`config.mk`:
```
export PLATFORM = sky130hd
export DESIGN_NAME = seg_disp_arbiter
export DESIGN_NICKNAME = d
export VERILOG_FILES = /design/src/rtl/seg_disp_arbiter.sv
export SDC_FILE = /design/constraint.sdc
export NUM_CORES = 1
export LEC_CHECK = 0
export ABC_AREA = 1
export BUFFER_PORTS_ARGS = -buffer_cell sky130_fd_sc_hd__buf_2
export CAP_MARGIN = 20
export CORE_MARGIN = 3
export CORE_UTILIZATION = 54
export DETAILED_ROUTE_END_ITERATION = 16
export PLACE_DENSITY_LB_ADDON = 0.08
export SLEW_MARGIN = 0
export SYNTH_ARGS = -nofsm -noshare
export SYNTH_HDL_FRONTEND = slang
export SYNTH_SLANG_ARGS = --single-unit
```
`constraint.sdc`:
```
create_clock -name clk -period 1.6 [get_ports clk]
set_input_delay 0.16 -clock clk [delete_from_list [all_inputs] [get_ports clk]]
set_output_delay 0.16 -clock clk [all_outputs]
set_load 0.01 [all_outputs]
```
`src/rtl/seg_disp_arbiter.sv`:
```
// rtl/seg_disp_arbiter.sv - round-robin owner of the shared 4-digit 7-segment display
// Ports: clk, rst (synchronous, active high); req[NUM_REQ] level requests;
//   value[NUM_REQ*14] packed binary values, requester i at [14*i+13:14*i];
//   gnt one-hot current owner (zero when none); busy during BCD conversion;
//   anode[3:0] active-low digit enables; seg[6:0] active-low segments g..a.
// Optional: define SEG_LZ_BLANK_EN to store leading zero digits as blank.
module seg_disp_arbiter #(
    parameter int NUM_REQ     = 2,
    parameter int SCAN_DIV    = 100000,
    parameter int HOLD_FRAMES = 250
) (
    input  logic                  clk,
    input  logic                  rst,
    input  logic [NUM_REQ-1:0]    req,
    input  logic [NUM_REQ*14-1:0] value,
    output logic [NUM_REQ-1:0]    gnt,
    output logic                  busy,
    output logic [3:0]            anode,
    output logic [6:0]            seg
);
    localparam int CW = (SCAN_DIV > 1) ? $clog2(SCAN_DIV) : 1;
    localparam int FW = $clog2(HOLD_FRAMES + 1);
    localparam logic [3:0] BLANK = 4'hF;

    typedef enum logic [1:0] {S_IDLE, S_LOAD, S_CONV, S_DONE} state_t;

    state_t        state, state_nxt;
    logic [CW-1:0] scan_cnt;
    logic [1:0]    digit_idx;
    logic          fs;
    logic [FW-1:0] frame_cnt;
    logic          owner_vld;
    logic [1:0]    owner_idx;
    logic [1:0]    rr_ptr;
    logic [15:0]   disp;      // four digit codes, digit 0 (ones) in [3:0]
    logic [13:0]   shreg;
    logic [15:0]   bcd;
    logic [15:0]   bcd_adj;
    logic [15:0]   bcd_step;
    logic [3:0]    bit_cnt;
    logic [3:0]    req_pad;
    logic [55:0]   value_pad;
    logic [13:0]   owner_val;
    logic [13:0]   owner_sat;
    logic [3:0]    cur_digit;

    logic       hold_done, others_req, do_arb, arb_found, owner_chg, owner_vld_nxt;
    logic [1:0] arb_start, arb_pick, owner_nxt, rr_nxt;
    logic [2:0] probe;

    // Pad request/value buses to the 4-requester maximum so owner-indexed
    // selects stay in range for every NUM_REQ.
    always_comb begin
        req_pad                      = '0;
        req_pad[NUM_REQ-1:0]         = req;
        value_pad                    = '0;
        value_pad[NUM_REQ*14-1:0]    = value;
    end

    always_comb begin
        owner_val = value_pad[13:0];
        case (owner_idx)
            2'd1:    owner_val = value_pad[27:14];
            2'd2:    owner_val = value_pad[41:28];
            2'd3:    owner_val = value_pad[55:42];
            default: owner_val = value_pad[13:0];
        endcase
        owner_sat = (owner_val > 14'd9999) ? 14'd9999 : owner_val;
    end

    assign fs = (scan_cnt == '0) && (digit_idx == 2'd0);

    // Arbitration decision, only committed at frame start.
    always_comb begin
        hold_done  = (frame_cnt >= FW'(HOLD_FRAMES - 1));
        others_req = |(req_pad & ~(4'b0001 << owner_idx));
        do_arb     = 1'b0;
        arb_start  = rr_ptr;
        if (!owner_vld || !req_pad[owner_idx]) begin
            do_arb = 1'b1;
        end else if (hold_done && others_req) begin
            do_arb    = 1'b1;
            arb_start = (owner_idx == 2'(NUM_REQ - 1)) ? 2'd0 : owner_idx + 2'd1;
        end
        arb_found = 1'b0;
        arb_pick  = 2'd0;
        probe     = 3'd0;
        for (int k = 0; k < NUM_REQ; k++) begin
            probe = {1'b0, arb_start} + 3'(k);
            if (probe >= 3'(NUM_REQ)) begin
                probe = probe - 3'(NUM_REQ);
            end
            if (!arb_found && req_pad[probe[1:0]]) begin
                arb_found = 1'b1;
                arb_pick  = probe[1:0];
            end
        end
        owner_vld_nxt = do_arb ? arb_found : owner_vld;
        owner_nxt     = (do_arb && arb_found) ? arb_pick : owner_idx;
        owner_chg     = (owner_vld_nxt != owner_vld) ||
                        (owner_vld_nxt && (owner_nxt != owner_idx));
        rr_nxt        = (arb_pick == 2'(NUM_REQ - 1)) ? 2'd0 : arb_pick + 2'd1;
    end

    always_ff @(posedge clk) begin
        if (rst) begin
            scan_cnt  <= '0;
            digit_idx <= 2'd0;
            frame_cnt <= '0;
            owner_vld <= 1'b0;
            owner_idx <= 2'd0;
            rr_ptr    <= 2'd0;
        end else begin
            if (scan_cnt == CW'(SCAN_DIV - 1)) begin
                scan_cnt  <= '0;
                digit_idx <= digit_idx + 2'd1;
            end else begin
                scan_cnt <= scan_cnt + 1'b1;
            end
            if (fs) begin
                owner_vld <= owner_vld_nxt;
                owner_idx <= owner_nxt;
                if (do_arb && arb_found) begin
                    rr_ptr <= rr_nxt;
                end
                // Saturates once the hold time is reached; only the threshold matters.
                if (owner_chg) begin
                    frame_cnt <= '0;
                end else if (!hold_done) begin
                    frame_cnt <= frame_cnt + 1'b1;
                end
            end
        end
    end

    // Converter FSM
    always_ff @(posedge clk) begin
        if (rst) begin
            state <= S_IDLE;
        end else begin
            state <= state_nxt;
        end
    end

    always_comb begin
        state_nxt = state;
        case (state)
            S_IDLE:  if (fs && owner_vld_nxt) state_nxt = S_LOAD;
            S_LOAD:  state_nxt = S_CONV;
            S_CONV:  if (bit_cnt == 4'd13) state_nxt = S_DONE;
            S_DONE:  state_nxt = S_IDLE;
            default: state_nxt = S_IDLE;
        endcase
    end

    function automatic logic [15:0] add3(input logic [15:0] b);
        logic [15:0] r;
        r = b;
        for (int n = 0; n < 4; n++) begin
            if (r[4*n +: 4] >= 4'd5) begin
                r[4*n +: 4] = r[4*n +: 4] + 4'd3;
            end
        end
        return r;
    endfunction

    function automatic logic [15:0] lz_blank(input logic [15:0] d);
        logic [15:0] r;
        r = d;
`ifdef SEG_LZ_BLANK_EN
        if (r[15:12] == 4'd0) begin
            r[15:12] = BLANK;
            if (r[11:8] == 4'd0) begin
                r[11:8] = BLANK;
                if (r[7:4] == 4'd0) begin
                    r[7:4] = BLANK;
                end
            end
        end
`endif
        return r;
    endfunction

    assign bcd_adj  = add3(bcd);
    assign bcd_step = (bcd_adj << 1) | 16'(shreg[13]);

    // The last shift is written straight into disp, so the new digits are
    // visible during DONE, 16 cycles after frame start.
    always_ff @(posedge clk) begin
        if (rst) begin
            disp    <= {4{BLANK}};
            shreg   <= '0;
            bcd     <= '0;
            bit_cnt <= '0;
        end else begin
            if (fs && !owner_vld_nxt) begin
                disp <= {4{BLANK}};
            end
            case (state)
                S_LOAD: begin
                    shreg   <= owner_sat;
                    bcd     <= '0;
                    bit_cnt <= '0;
                end
                S_CONV: begin
                    shreg   <= shreg << 1;
                    bcd     <= bcd_step;
                    bit_cnt <= bit_cnt + 4'd1;
                    if (bit_cnt == 4'd13) begin
                        disp <= lz_blank(bcd_step);
                    end
                end
                default: ;
            endcase
        end
    end

    assign busy  = (state == S_LOAD) || (state == S_CONV);
    assign anode = ~(4'b0001 << digit_idx);

    always_comb begin
        gnt = '0;
        if (owner_vld) begin
            gnt = NUM_REQ'(4'b0001 << owner_idx);
        end
    end

    always_comb begin
        cur_digit = disp[{digit_idx, 2'b00} +: 4];
        case (cur_digit)
            4'd0:    seg = 7'b1000000;
            4'd1:    seg = 7'b1111001;
            4'd2:    seg = 7'b0100100;
            4'd3:    seg = 7'b0110000;
            4'd4:    seg = 7'b0011001;
            4'd5:    seg = 7'b0010010;
            4'd6:    seg = 7'b0000010;
            4'd7:    seg = 7'b1011000;
            4'd8:    seg = 7'b0000000;
            4'd9:    seg = 7'b0010000;
            default: seg = 7'b1111111;
        endcase
    end
endmodule

```
==> results.tsv <==
stage	metric	value	unit
run_status	status	complete, but fails checks	
run_status	violations	negative setup slack	
synthesis	synth_warnings	0	
global_routing	track_usage	26.4	%
global_routing	met1_usage	33.7	%
routing	antenna_left	0	
layout	finalInstanceArea	0.00706	mm²
timing	relSlewSlack	75.4	%
routing	drc	0	
layout	final_common_cell	nand2_1	
layout	mostFrequentLayoutCells	128 x nand2_1, 99 x buf_4, 79 x inv_1, 70 x dfxtp_1, 52 x a21oi_1	
routing	dr.first_iter.drc_count	253	
power_and_ir_drop	max-vdd-ir-drop	985	µV
routing	dr.pass1.iters	5	
worst_setup_path	cp.arrival	1990	ps
worst_setup_path	critPathRequiredTime	1440	ps
routing	vias	5311	
power_and_ir_drop	finalPower	6.40	mW
synthesis	synth_largest_area_cell	dfxtp_1	
global_routing	grt_util_met2	45.3	%
timing	fin_tns_setup	-10340	ps
global_routing	grt_pass1_wl	21900	µm
timing	fin_ws	-545	ps
global_routing	grt-ovfl-total	0	
timing	tightest_slew	366	ps
global_routing	grtUsageMet3	4.45	%
placed_design	place_ws	-192	ps
power_and_ir_drop	p_leak	3.07	nW
routing	post_drt_wl_per_cell	14.6	µm
floorplan	ios	46	
layout	area_growth	47.4	%
timing	finalHoldViolations	0	
timing	slew_viol_final	0	
power_and_ir_drop	pwr-share-clk	26.3	%
timing	rsz0062_at_grt	yes	
global_routing	grt_max_degree	30	
clocking	clock_path_buffers	2	
power_and_ir_drop	seq_power_share	37.7	%
floorplan	core_area	0.00842	mm²
layout	num-nets-final	927	
layout	diodes	0	
power_and_ir_drop	swShare	34.5	%
routing	vias_per_cell	5.43	
clocking	worstSkewPairLatency	360	ps
placed_design	dpl-instance-area	0.00586	mm²
timing	fin_crit	2150	ps
timing	setup_viol	45	
global_routing	top_usage_layer	met2	
synthesis	syn_area	0.00479	mm²
floorplan	die_h	100	µm
timing	fin_worst_skew	11.3	ps
timing	fmax	466	MHz
power_and_ir_drop	switching_power	2.21	mW
synthesis	synth_top_flop_cell	dfxtp_1	
synthesis	yosysTopAreaCellShare	35.1	%
clocking	cts_root_buffer	clkbuf_8	
worst_setup_path	critPathCaptureType	output pin	
clocking	cts_buffers	9	
timing	holdWs	190	ps
layout	drive_gt1_share	40.5	%
power_and_ir_drop	p_int	4.19	mW
synthesis	synth-seq-cells	84	
synthesis	async_flop_share	0	%
routing	wl	14300	µm
global_routing	grt_pass1_vias	4891	
clocking	cts_tree	yes	
synthesis	synth_seq_area_share	35.1	%
clocking	h-tree-depth	3	
synthesis	avgSynthCellArea	6.71	µm²
power_and_ir_drop	p_per_area	906	mW/mm²
synthesis	synth_edf_count	0	
flow_run	max-cap-violations	0	
floorplan	die_x	100	µm
global_routing	antenna_found_initial	0	
clocking	cts_sinks	84	
clocking	cts.clk_slew.worst_paths	80	ps
floorplan	initial_core_util	56.8	%
synthesis	syn_nets	773	
synthesis	postSynthCellCount	714	
worst_setup_path	cp_max_fo	5	
synthesis	netlist_top_cells_area	dfxtp_1 35%, nand2_1 13%, inv_1 7.9%	
placed_design	io_buffers	45	
worst_setup_path	start_kind	flip-flop	
placed_design	gp_congestion	0.929	
timing	period_share	134	%
synthesis	ys_types	39	
hold_path	min_path_type	input port to flip-flop	
power_and_ir_drop	p_comb_share	35.9	%
worst_setup_path	worstSetupPathType	flip-flop to output pin	
floorplan	design.die.area	0.0100	mm²
floorplan	num_rows	33	
placed_design	hpwlAfterDp	9110	µm
[kinds of logic after synthesis]
| group | share of synthesized area, % |
|---|---|
| simple gates | 29.5 |
| fa+ha+maj | 7.06 |
| buf+inv | 10.2 |
| xor+xnor | 2.56 |
| flops | 35.1 |
| compound gates | 15.6 |
[worst paths after layout]
path	start	end	slack (ps)	depth (start not counted)
setup / recovery	digit_idx[0]	seg[4]	-550	10
hold / removal	req[1]	rr_ptr[0]	190	4
setup reg to reg	digit_idx[1]	disp[7]	-310	10
hold reg to reg	shreg[2]	shreg[2]	470	2
[cell usage after synthesis (all sizes together) (3+ instances only)]
cell type  instances
nand2            170
nor2              69
o21ai             35
nor3b              3
buf                6
o22ai              4
ha                27
a31oi             13
dfxtp             84
a32oi              3
o211ai             5
a21oi             65
inv              103
nand3             46
xnor2              3
nor4               6
xor2              11
nor3              19
nand4             12
clkbuf            18
[registers in the layout, indices dropped and copies added (netlist names)]
signal	cells
rr_ptr	2
digit_idx	2
bit_cnt	4
frame_cnt	8
shreg	14
owner_vld	1
disp	16
bcd	16
state	2
owner_idx	2
scan_cnt	17
[critical path, stage by stage, from the launching register on]
cell	delay, ps
dfxtp_4	390
buf_12	140
nor2_4	70
inv_2	40
a32oi_2	220
buf_4	180
ha_4	120
nor2_1	40
a211oi_1	200
a31oi_1	80
buf_2	150
[metrics by stage]
step / utilization (%) / std cells
after global placement: 69.5 / 929
final: 83.8 / 978
after global routing: 83.8 / 978
after floorplan: - / 714
after detailed placement: 69.5 / 929
after CTS: 76.3 / 964
[power groups by stage]
| stage | Clock (mW) | Sequential (mW) | Combinational, mW |
|---|---|---|---|
| after floorplan | 0 | 2.42 | 1.11 |
| after global placement | 0 | 2.44 | 1.78 |
| after detailed placement | 0 | 2.44 | 1.82 |
| after CTS | 1.70 | 2.40 | 1.95 |
| after global routing | 1.78 | 2.43 | 2.49 |
| final | 1.69 | 2.41 | 2.30 |
[repair_timing]
action | 4_1_cts | 5_1_grt
pin swaps | 34 | 61
gates resized for setup | 62 | 146
hold buffers | 0 | 0
setup buffers | 18 | 17
endpoints found under the setup margin | 56 | 90
cloned | 1 | 2
[per-layer routing]
layer	vias to the layer above	share of wire, %
met5	-	0
met4	0	2.9
met3	40	5.3
met2	196	50
met1	2444	42
li1	2631	-
[layout make-up]
class	count	area (µm²)
clock buffers	11	131
clock inverters	5	83.8
fillers	514	1370
inverters	104	405
multi-input cells	503	3300
flip-flops and latches	84	1710
well taps	105	131
repair buffers	166	1290
Power figures use the tool's default switching activity.
